--- src/rtl/pll_seq_pkg.sv ---
// Shared definitions for the pixel-clock PLL reset sequencer.
// Contents:
//   pll_state_e      - sequencer state encoding
//   DEF_*            - timing constants for the 12 MHz reference clock
//   SIM_*            - shortened timing set used by the simulation bench
package pll_seq_pkg;

    typedef enum logic [2:0] {
        PLL_RST   = 3'd0,
        WAIT_LOCK = 3'd1,
        SETTLE    = 3'd2,
        RUN       = 3'd3,
        FAIL      = 3'd4
    } pll_state_e;

    // 12 MHz reference: 2 us reset pulse, 1 ms lock timeout, 100 us settle.
    localparam int DEF_RST_CYCLES    = 24;
    localparam int DEF_LOCK_TIMEOUT  = 12000;
    localparam int DEF_SETTLE_CYCLES = 1200;
    localparam int DEF_LOCK_FILT     = 4;
    localparam int DEF_MAX_RETRY     = 3;
    localparam int DEF_CNT_W         = 16;

    // Short timings so a bench can walk every path in a few hundred cycles.
    localparam int SIM_RST_CYCLES    = 4;
    localparam int SIM_LOCK_TIMEOUT  = 50;
    localparam int SIM_SETTLE_CYCLES = 10;
    localparam int SIM_LOCK_FILT     = 3;
    localparam int SIM_MAX_RETRY     = 2;

endpackage

--- src/rtl/pll_lock_filter.sv ---
// Lock-path conditioning for the PLL LOCK pin.
// A 2-FF synchronizer brings the asynchronous pin into the reference domain,
// then a consecutive-sample filter declares lock only after LOCK_FILT
// synchronized highs in a row.
// Ports:
//   clk        - reference clock
//   rst_n      - asynchronous active-low reset, clears synchronizer and filter
//   lock_async - raw PLL LOCK pin
//   lock_f     - filtered lock; set after LOCK_FILT highs, cleared by any low
//   lock_loss  - high while the synchronized lock has been low for 2 cycles
module pll_lock_filter #(
    parameter int LOCK_FILT = 4
) (
    input  logic clk,
    input  logic rst_n,
    input  logic lock_async,
    output logic lock_f,
    output logic lock_loss
);

    localparam int FW = (LOCK_FILT > 1) ? $clog2(LOCK_FILT) : 1;

    logic          sync1_r;
    logic          sync2_r;
    logic          low_seen_r;
    logic          lock_f_r;
    logic [FW-1:0] filt_cnt_r;

    // Synchronizer, previous-low memory and consecutive-high filter.
    always_ff @(posedge clk or negedge rst_n) begin
        if (!rst_n) begin
            sync1_r    <= 1'b0;
            sync2_r    <= 1'b0;
            low_seen_r <= 1'b0;
            lock_f_r   <= 1'b0;
            filt_cnt_r <= '0;
        end else begin
            sync1_r    <= lock_async;
            sync2_r    <= sync1_r;
            low_seen_r <= ~sync2_r;
            if (!sync2_r) begin
                filt_cnt_r <= '0;
                lock_f_r   <= 1'b0;
            end else if (filt_cnt_r == FW'(LOCK_FILT - 1)) begin
                // Counter parks here so lock_f stays set while samples stay high.
                lock_f_r   <= 1'b1;
            end else begin
                filt_cnt_r <= filt_cnt_r + 1'b1;
                lock_f_r   <= 1'b0;
            end
        end
    end

    assign lock_f    = lock_f_r;
    // Current and previous synchronized samples both low: a real loss, not a glitch.
    assign lock_loss = ~sync2_r & low_seen_r;

endmodule

--- src/rtl/pll_reset_seq.sv ---
// Reset sequencer for the iCE40 pixel-clock PLL, clocked by the 12 MHz reference.
// Pulses PLL RESETB, waits for filtered lock, lets it settle, then releases the
// pixel-domain reset. Supervises lock while running, retries a bounded number
// of times and parks in FAIL (PLL held in reset) until a relock request.
// Ports:
//   REFERENCECLK - 12 MHz reference clock
//   RESET        - asynchronous active-low block reset
//   PLL_LOCK     - PLL LOCK pin (asynchronous)
//   RELOCK_REQ   - single-cycle request to restart the whole sequence
//   PLL_RESETB   - PLL reset, active low
//   SYS_RESETN   - downstream reset, active low, high only in RUN
//   PLL_OK       - high only in RUN
//   PLL_FAIL     - high only in FAIL
//   RETRY_CNT    - failed attempts in the current sequence, saturating at 3
module pll_reset_seq
    import pll_seq_pkg::*;
#(
    parameter int RST_CYCLES    = DEF_RST_CYCLES,
    parameter int LOCK_TIMEOUT  = DEF_LOCK_TIMEOUT,
    parameter int SETTLE_CYCLES = DEF_SETTLE_CYCLES,
    parameter int LOCK_FILT     = DEF_LOCK_FILT,
    parameter int MAX_RETRY     = DEF_MAX_RETRY,
    parameter int CNT_W         = DEF_CNT_W
) (
    input  logic       REFERENCECLK,
    input  logic       RESET,
    input  logic       PLL_LOCK,
    input  logic       RELOCK_REQ,
    output logic       PLL_RESETB,
    output logic       SYS_RESETN,
    output logic       PLL_OK,
    output logic       PLL_FAIL,
    output logic [1:0] RETRY_CNT
);

    pll_state_e       state_r;
    pll_state_e       state_s;
    logic [CNT_W-1:0] cnt_r;
    logic [CNT_W-1:0] cnt_s;
    logic [1:0]       retry_r;
    logic [1:0]       retry_s;
    logic             fail_attempt_s;
    logic             lock_f_s;
    logic             lock_loss_s;
    logic             resetb_r;
    logic             sys_resetn_r;
    logic             ok_r;
    logic             fail_r;

    pll_lock_filter #(
        .LOCK_FILT (LOCK_FILT)
    ) u_filt (
        .clk        (REFERENCECLK),
        .rst_n      (RESET),
        .lock_async (PLL_LOCK),
        .lock_f     (lock_f_s),
        .lock_loss  (lock_loss_s)
    );

    // Next-state, counter and retry decisions; a relock request overrides everything.
    always_comb begin
        state_s        = state_r;
        cnt_s          = cnt_r;
        retry_s        = retry_r;
        fail_attempt_s = 1'b0;
        if (RELOCK_REQ) begin
            state_s = PLL_RST;
            cnt_s   = '0;
            retry_s = 2'd0;
        end else begin
            case (state_r)
                PLL_RST: begin
                    if (cnt_r == CNT_W'(RST_CYCLES - 1)) begin
                        state_s = WAIT_LOCK;
                        cnt_s   = '0;
                    end else begin
                        cnt_s = cnt_r + 1'b1;
                    end
                end
                WAIT_LOCK: begin
                    if (lock_f_s) begin
                        state_s = SETTLE;
                        cnt_s   = '0;
                    end else if (cnt_r == CNT_W'(LOCK_TIMEOUT - 1)) begin
                        fail_attempt_s = 1'b1;
                    end else begin
                        cnt_s = cnt_r + 1'b1;
                    end
                end
                SETTLE: begin
                    // A lock drop beats a simultaneous settle completion.
                    if (!lock_f_s) begin
                        fail_attempt_s = 1'b1;
                    end else if (cnt_r == CNT_W'(SETTLE_CYCLES - 1)) begin
                        state_s = RUN;
                        cnt_s   = '0;
                    end else begin
                        cnt_s = cnt_r + 1'b1;
                    end
                end
                RUN: begin
                    // lock_f is not used here: single-cycle lows are tolerated.
                    if (lock_loss_s) begin
                        state_s = PLL_RST;
                        cnt_s   = '0;
                        retry_s = 2'd0;
                    end else begin
                        state_s = RUN;
                    end
                end
                FAIL: begin
                    state_s = FAIL;
                end
                default: begin
                    state_s = PLL_RST;
                    cnt_s   = '0;
                    retry_s = 2'd0;
                end
            endcase
            if (fail_attempt_s) begin
                cnt_s = '0;
                if ((retry_r != 2'd3) && (int'(retry_r) < MAX_RETRY)) begin
                    retry_s = retry_r + 2'd1;
                    state_s = PLL_RST;
                end else begin
                    state_s = FAIL;
                end
            end else begin
                cnt_s = cnt_s;
            end
        end
    end

    // State, counter and outputs; outputs are decoded from the next state so
    // they change on the same edge as the state.
    always_ff @(posedge REFERENCECLK or negedge RESET) begin
        if (!RESET) begin
            state_r      <= PLL_RST;
            cnt_r        <= '0;
            retry_r      <= 2'd0;
            resetb_r     <= 1'b0;
            sys_resetn_r <= 1'b0;
            ok_r         <= 1'b0;
            fail_r       <= 1'b0;
        end else begin
            state_r      <= state_s;
            cnt_r        <= cnt_s;
            retry_r      <= retry_s;
            resetb_r     <= (state_s == WAIT_LOCK) || (state_s == SETTLE) || (state_s == RUN);
            sys_resetn_r <= (state_s == RUN);
            ok_r         <= (state_s == RUN);
            fail_r       <= (state_s == FAIL);
        end
    end

    assign PLL_RESETB = resetb_r;
    assign SYS_RESETN = sys_resetn_r;
    assign PLL_OK     = ok_r;
    assign PLL_FAIL   = fail_r;
    assign RETRY_CNT  = retry_r;

endmodule

--- config.mk ---
export PLATFORM = sky130hd
export DESIGN_NAME = pll_reset_seq
export DESIGN_NICKNAME = d
export VERILOG_FILES = /design/src/rtl/pll_seq_pkg.sv /design/src/rtl/pll_lock_filter.sv /design/src/rtl/pll_reset_seq.sv
export SDC_FILE = /design/constraint.sdc
export NUM_CORES = 1
export LEC_CHECK = 0
export CORE_UTILIZATION = 61
export CTS_BUF_LIST = sky130_fd_sc_hd__clkbuf_4 sky130_fd_sc_hd__clkbuf_8
export DETAILED_ROUTE_END_ITERATION = 8
export PLACE_DENSITY = 0.81
export SLEW_MARGIN = 20
export SYNTH_ARGS = -nofsm -noshare
export SYNTH_HDL_FRONTEND = slang
export SYNTH_SLANG_ARGS = --single-unit
export TNS_END_PERCENT = 30
--- constraint.sdc ---
create_clock -name REFERENCECLK -period 2.6 [get_ports REFERENCECLK]
set_clock_uncertainty 0.1 [all_clocks]
set_input_delay 0.39 -clock REFERENCECLK [delete_from_list [all_inputs] [get_ports REFERENCECLK]]
set_output_delay 0.39 -clock REFERENCECLK [all_outputs]
set_load 0.005 [all_outputs]
Yosys cells after proc, flatten, opt, wreduce, memory -nomap -nowiden
Cells that the tools add are included.
{ "word_totals": {"register_bits": 30, "word_cells": 73, "output_inout_bits": 6, "in_bits": 4} }
{ "classes": {"reduce_logical": 6, "n_eq_ne": 18, "muxes": 32, "order_cmp": 1, "n_addsub": 3, "n_bitwise": 2} }
{ "op_table": {"columns": ["op", "count"], "rows": [
  ["$mux W16", 8],
  ["$pmux W16 S5", 1],
  ["$mux W3", 7],
  ["$add A16 B1 Y16 const B", 1],
  ["$eq A16 B11 Y1 const B", 1],
  ["$eq A16 B14 Y1 const B", 1],
  ["$eq A16 B5 Y1 const B", 1],
  ["$pmux W3 S5", 1],
  ["$mux W2", 7],
  ["$eq A3 B2 Y1 const B", 4],
  ["$eq A3 B1 Y1 const B", 2],
  ["$eq A3 B3 Y1 const B", 2],
  ["$mux W1", 6],
  ["$ne A5 B4 Y1 const B", 1],
  ["$add A2 B1 Y2 const B", 2],
  ["$ne A2 B2 Y1 const B", 2],
  ["$ne A4 B3 Y1 const B", 1],
  ["$ne A4 B4 Y1 const B", 1],
  ["$pmux W2 S2", 1],
  ["$reduce_and A4 Y1", 1],
  ["$reduce_or A4 Y1", 1],
  ["$logic_not A3 Y1", 1],
  ["$ne A3 B3 Y1 const B", 1],
  ["$eq A2 B2 Y1 const B", 1],
  ["other kinds (6)", 7]
]} }

Longest topological paths before layout
Gate-level depths: netlist of the first run.
{ "logic_depth": {"ltp_word": 10, "mapped_depth": 8, "depth_no_buf": 6} }

Cells and area by module
From an unflattened synthesis of the first run, not the netlist that was laid out.
{ "unflattened": {"cells_unflattened": 167, "hier_area_um2": 1642.8} }
{ "modules_own_cells": {"columns": ["mod", "cells_each", "area_per_inst_um2", "instances", "seq_area_each_um2"], "rows": [
  ["pll_reset_seq", 153, 1436.4, 1, 600.6],
  ["pll_lock_filter", 14, 206.4, 1, 150.1]
]} }

Least setup slack after synthesis of the first run
No wires, ideal clock.
{ "synth_timing": {"path_kind": "reg2reg", "startpoint": "reg state_r[2]", "endpoint": "reg cnt_r[13]", "arrival_ps": 1761, "period_less_slack_ps": 1990, "setup_time_ps": 130, "path_slack_ps": 610, "required_time_ps": 2370, "stages_incl_launch_ff": 8, "path_buffers": 2, "path_cell_list": "dfrtp_1 -> buf_6 -> or4b_4 -> nor4_4 -> a211oi_1 -> o21ai_2 -> buf_4 -> a21oi_1"} }
{ "synth_via": {"elab_chain_cells": 5, "word_cells_on_any_way": 15, "classes_between": "eq/ne (8); mux (5); reduce/logical (2)"} }
{ "synth_lines": {"columns": ["item", "line_no", "rtl"], "rows": [
  ["from (decl)", "pll_reset_seq.sv:36", "pll_state_e state_r;"],
  ["from (signal assigned)", "pll_reset_seq.sv:146", "state_r <= state_s;"],
  ["$eq A3 B2 Y1 or $eq A3 B1 Y1 (tied branches)", "pll_reset_seq.sv:71", "case (state_r)"],
  ["$pmux W1 S2", "pll_reset_seq.sv:71", null],
  ["$mux W1", "pll_reset_seq.sv:66", "if (RELOCK_REQ) begin"],
  ["$ne A5 B4 Y1 (no line), or another cell as far along", null, null],
  ["$reduce_and A4 Y1 (no line) or $mux W16 (tied branches)", null, null],
  ["to (signal assigned)", "pll_reset_seq.sv:147", "cnt_r <= cnt_s;"],
  ["to (decl)", "pll_reset_seq.sv:38", "logic [CNT_W-1:0] cnt_r;"]
]} }
Parallel ways exist; a longest one is shown, timed or not. The select of a mux whose other input is x is not followed.
A chain may end at the register's enable or synchronous reset.

Final worst setup path of the first run
{ "layout_timing": {"startpoint": "reg state_r[1]", "endpoint": "reg cnt_r[13]"} }
Same word-level chain as after synthesis.

==> results of run 1 <==
per-layer routing:
| metal | track usage (%) | share of wire, % |
|---|---|---|
| met5 | 0 | 0 |
| met4 | 15.4 | 1.3 |
| met3 | 8.33 | 5.7 |
| met2 | 40.9 | 48 |
| met1 | 35.3 | 45 |
critical path, delay by kind of cell (launching register included):
| family | cells | cell delay [ns] |
|---|---|---|
| buf+inv | 1 | 0.21 |
| simple gates | 2 | 0.70 |
| flops | 1 | 0.47 |
| compound gates | 3 | 0.80 |
sequential cells by signal, indices dropped and copies added, names as in the netlist:
register and cells:
u_filt.lock_f 1, cnt_r 16, u_filt.low_seen_r 1, PLL_RESETB 1, PLL_FAIL 1, u_filt.filt_cnt_r 2, u_filt.sync1_r 1, RETRY_CNT 2
state_r 3, u_filt.sync2_r 1, PLL_OK 1
final cells by class:
cell class                      count  area share, %
Timing Repair Buffer               13           6.54
Clock buffer                        7           2.86
Multi-Input combinational cell    123           46.5
Sequential cell                    30           40.8
Inverter                            6           1.23
Tap cell                           30           2.04
metrics by stage:
stage               power [W]  util, %
floorplan            0.000530        -
global placement     0.000551     70.2
detailed placement   0.000555     70.2
CTS                  0.000825     72.2
global route         0.000848     72.2
finish               0.000810     72.2
power groups by stage:
stage | Clock (W) | Combinational [W] | Sequential [W]
6_report | 0.000265 | 0.0000541 | 0.000491
5_1_grt | 0.000291 | 0.0000651 | 0.000492
4_1_cts | 0.000279 | 0.0000554 | 0.000491
3_5_place_dp | 0 | 0.0000550 | 0.000500
3_3_place_gp | 0 | 0.0000523 | 0.000499
2_1_floorplan | 0 | 0.0000327 | 0.000497
cells in the final DEF (no fill, tap or decap), types with 2 or more instances in the layout:
master / synthesis / layout
o21ba_2: 2 / 2
o21ai_0: 9 / 9
and4_1: 4 / 4
clkdlybuf4s50_1: 0 / 9
o211ai_1: 4 / 4
inv_1: 6 / 6
clkbuf_4: 0 / 7
o2111ai_1: 5 / 5
and3_1: 3 / 3
nand2_1: 6 / 6
dfrtp_1: 30 / 30
a21oi_1: 10 / 10
nor4_1: 3 / 3
nand3b_1: 2 / 2
nor2_1: 15 / 15
nand3_1: 5 / 5
ha_1: 3 / 3
or3_1: 2 / 2
buf_4: 2 / 4
nor3b_1: 2 / 2
o31ai_1: 4 / 4
and2_1: 5 / 5
xor2_1: 6 / 6
nand2b_1: 3 / 3
or4_1: 4 / 4
cells by family after synthesis:
kind of cell,Yosys count,synth area share (%)
muxes,2,1.27
adders and majority gates,3,2.23
buffers and inverters,15,4.47
DFF,30,44.7
and+or+nand+nor,64,23.8
xor gates and xnor gates,6,3.13
AOI/OAI and AO/OA,48,20.4
how the worst max path moves through the flow:
stage,cells after the start,slack [ns],endpoint,start
floorplan,7,0.61,cnt_r[13]$_DFFE_PN0P_,state_r[2]$_DFF_PN0_
global placement,5,0.41,cnt_r[15]$_DFFE_PN0P_,cnt_r[8]$_DFFE_PN0P_
detailed placement,6,0.28,cnt_r[13]$_DFFE_PN0P_,state_r[1]$_DFF_PN0_
CTS,6,0.24,cnt_r[13]$_DFFE_PN0P_,state_r[1]$_DFF_PN0_
global route,6,0.08,cnt_r[13]$_DFFE_PN0P_,state_r[1]$_DFF_PN0_
finish,6,0.24,cnt_r[13]$_DFFE_PN0P_,state_r[1]$_DFF_PN0_
==> results.cfg, run 1 <==
[drt]
drc = 0
ant_nets = 0
avgViaCountPerCell = 6.64
vias = 1388
wl_per_cell_um = 16.2
wl_um = 3380
drt-initial-drc-count = 39
firstDrtPassIters = 4

[synthesis]
synth.area.top_cells = dfrtp_1 (45%), nor2_1 (3.4%), xor2_1 (3.1%), a21oi_1 (3.0%), o21ai_0 (2.7%)
yosys_most_used_dff = dfrtp_1
ys_seq_area_share_pct = 44.7
synth_most_common_cell = dfrtp_1
async_reset_ff_share_pct = 100
yosys.area.top_type = dfrtp_1
synth.net_count = 175
yosysTopAreaCellShare_pct = 44.7
syn_area_per_cell_um2 = 10.0
synthCells = 168
syn_area_mm2 = 0.00168
ys_seq_elements = 30
synth_warnings = 0
synth_common_cells = dfrtp_1 (30), nor2_1 (15), a21oi_1 (10), o21ai_0 (9)
yosysUniqueCellTypes = 52
synth-edff-count = 0

[sta]
finalCritPeriodShare_pct = 90.9
holdWs_ns = 0.253
max_freq_ghz = 0.423
hold_violations = 0
final.setup.tns_ns = 0
setup_viol = 0
drv_slew = 0
rsz0062_at_grt = false
tightest_slew_ns = 0.589
fin_crit_ns = 2.36
slew_headroom_pct = 60.5
setup_slack_ns = 0.237

[cts]
cts-hold-fix-buffers = 0
root_buffer = clkbuf_4
post_cts_buffers = 0
cts_buffers = 5
clkLatencyLatePin_ns = 0.33
clkTransAtPathRegs_ns = 0.09
cts_tree = yes
cts_buffer_depth = 2
cts_resized = 0
numClockSinks = 30
cts_max_level = 2

[finish]
area_growth_pct = 9.38
n_antenna_cell = 0
seq_area_um2 = 751
fill_cells = 195
drive_gt1_share_pct = 12.3
final_cell_area_mm2 = 0.00184
nNetsFinal = 186
multi_input_area_um2 = 855
finalNonFillerCells = 209

[pwr]
intPower_w = 0.000625
pwr-share-clk_pct = 32.7
p_leak_nw = 0.768
swShare_pct = 22.8
vdd_drop_max_mv = 0.477
netSwitchingPower_w = 0.000185
p_comb_share_pct = 6.7
power.density_mw_per_mm2 = 441
seq_power_share_pct = 60.6

[placement]
post-place-ws_ns = 0.281
dp_cells = 202
placed_cell_area_mm2 = 0.00179
dp_hpwl_um = 2410
numPortBuffers = 9
gp_congestion = 0.883

[global_routing]
grt_overflow = 0
antenna_found_initial = 0
grt_start_max_net_pins = 31
first_global_vias = 1282
grtUsageTotal_pct = 27.5
grt_first_pass_wirelength_um = 5610

[critical_path]
timing.rr.end = cnt_r[13]$_DFFE_PN0P_
crit_path_end_kind = flop
reg2reg_depth = 6
path_class = flop to flop
worst-endpoint-arrival_ns = 2.51
regToRegStartpoint = state_r[1]$_DFF_PN0_
slowest_stage = or4_1
cpPeakStageDelay_ns = 0.52
worstPathMaxFanout = 13
worstPathRequired_ns = 2.75
path_cells = nor2b_1, a32oi_1, o2111ai_1, buf_4, or4_1, a21oi_1
r2r_slack_ns = 0.24
cp-start-kind = flop

[run_status]
outcome = finished clean

[floorplanning]
placementRows = 18
die_y_um = 54.5
coreArea_mm2 = 0.00254
die_x_um = 54.5
dieArea_mm2 = 0.00297
ios = 10
start_util_pct = 66.0

[worst_hold_path]
whs_endpoint = u_filt.sync2_r$_DFF_PN0_
holdPathStages = 0
min-delay-start = u_filt.sync1_r$_DFF_PN0_
holdCritPathClass = flop to flop

[job]
max-cap-violations = 0
Note: power is estimated with default switching activity, not from simulation.
==> inputs of run 2 (changes only) <==
- CORE_UTILIZATION: 61 -> 64
- PLACE_DENSITY: 0.81 -> 0.89
- REMOVE_ABC_BUFFERS: default -> 1
- clock period: 2.6 -> 2.94 ns (I/O delays scaled with it)
==> results.cfg, run 2 (synthesis gave the netlist of run 1 again) <==
[floorplanning]
coreArea_mm2 = 0.00248
ios = 10
dieArea_mm2 = 0.00283
start_util_pct = 67.8
die_x_um = 53.2
placementRows = 18
die_y_um = 53.2

[cts]
numClockSinks = 30
post_cts_buffers = 0
cts_buffer_depth = 2
cts_resized = 0
clkTransAtPathRegs_ns = 0.10
clkLatencyLatePin_ns = 0.33
cts-hold-fix-buffers = 0
root_buffer = clkbuf_4
cts_tree = yes
cts_max_level = 2
cts_buffers = 5

[sta]
tightest_slew_ns = 0.972
setup_viol = 0
finalCritPeriodShare_pct = 83.3
drv_slew = 0
slew_headroom_pct = 35.1
hold_violations = 0
holdWs_ns = 0.256
max_freq_ghz = 0.408
setup_slack_ns = 0.490
fin_crit_ns = 2.45
rsz0062_at_grt = false
final.setup.tns_ns = 0

[global_routing]
grt_first_pass_wirelength_um = 5930
antenna_found_initial = 0
grtUsageTotal_pct = 30.6
grt_overflow = 0
grt_start_max_net_pins = 31
first_global_vias = 1301

[drt]
avgViaCountPerCell = 6.77
drc = 0
wl_um = 3570
ant_nets = 0
vias = 1408
drt-initial-drc-count = 87
firstDrtPassIters = 4
wl_per_cell_um = 17.2

[finish]
regMostFlops = cnt_r
largestRegisters = cnt_r x16, state_r x3
area_growth_pct = 8.64
mostFrequentLayoutCells = dfrtp_1 (30), nor2_1 (15), a21oi_1 (10)
finalNonFillerCells = 208
final_common_cell = dfrtp_1
nNetsFinal = 185
largest_reg_flops = 16
n_antenna_cell = 0
final_cell_area_mm2 = 0.00183
drive_gt1_share_pct = 11.8

[critical_path]
regToRegStartpoint = state_r[1]$_DFF_PN0_
timing.rr.end = cnt_r[13]$_DFFE_PN0P_
reg2reg_depth = 5
worst-endpoint-arrival_ns = 2.60
cp-start-kind = flop
path_class = flop to flop
worstPathMaxFanout = 13
crit_path_end_kind = flop
r2r_slack_ns = 0.49
worstPathRequired_ns = 3.09

[pwr]
power.density_mw_per_mm2 = 387
p_leak_nw = 0.763
vdd_drop_max_mv = 0.431

[worst_hold_path]
holdCritPathClass = flop to flop
whs_endpoint = u_filt.sync2_r$_DFF_PN0_
min-delay-start = u_filt.sync1_r$_DFF_PN0_
holdPathStages = 0

[placement]
dp_hpwl_um = 2590
post-place-ws_ns = 0.411
dp_cells = 201
placed_cell_area_mm2 = 0.00178
gp_congestion = 0.952
numPortBuffers = 9

[job]
max-cap-violations = 0

[run_status]
outcome = finished clean
-- run 2: final cells by class --
cell class | count | area, µm²
fill | 179 | 652
clock buffer | 5 | 37.5
multi-input combinational | 123 | 855
tap | 30 | 37.5
inverter | 6 | 22.5
clock inverter | 2 | 10.0
sequential | 30 | 751
timing repair buffer | 12 | 113
-- run 2: report_power, final --
| group | total (W) | internal (W) | leakage (nW) | switching, W |
|---|---|---|---|---|
| registers | 0.000434 | 0.000425 | 0.407 | 0.00000960 |
| clock network | 0.000224 | 0.0000857 | 0.0308 | 0.000138 |
| logic | 0.0000473 | 0.0000195 | 0.324 | 0.0000278 |
| total | 0.000706 | 0.000530 | 0.763 | 0.000176 |
-- run 2: worst max-delay path, cell delays in order (launching register included) --
cell and delay, ns:
dfrtp_1 0.49, nor2b_1 0.19, a32oi_1 0.29, o2111ai_1 0.48, or4_1 0.67, a21oi_1 0.15
-- run 2: stage by stage --
stage                     utilization [%]  total power [W]
after floorplan                         -         0.000466
after global placement               71.8         0.000487
after detailed placement             71.8         0.000491
after CTS                            73.7         0.000713
after global routing                 73.7         0.000743
final                                73.7         0.000706
-- run 2: how the worst max path moves through the flow --
stage	start	to	slack, ns
4_1_cts	state_r[1]$_DFF_PN0_	cnt_r[9]$_DFFE_PN0P_	0.51
6_report	state_r[1]$_DFF_PN0_	cnt_r[13]$_DFFE_PN0P_	0.49
3_5_place_dp	RELOCK_REQ	cnt_r[14]$_DFFE_PN0P_	0.41
3_3_place_gp	RELOCK_REQ	cnt_r[14]$_DFFE_PN0P_	0.59
5_1_grt	state_r[1]$_DFF_PN0_	cnt_r[11]$_DFFE_PN0P_	0.31
2_1_floorplan	state_r[1]$_DFF_PN0_	cnt_r[13]$_DFFE_PN0P_	0.54
-- run 2: per-layer routing --
metal	share of wire [%]	GRT usage (%)
met2	51	46.5
met5	0	0
met4	1.9	19.3
met1	41	37.5
met3	5.9	9.20
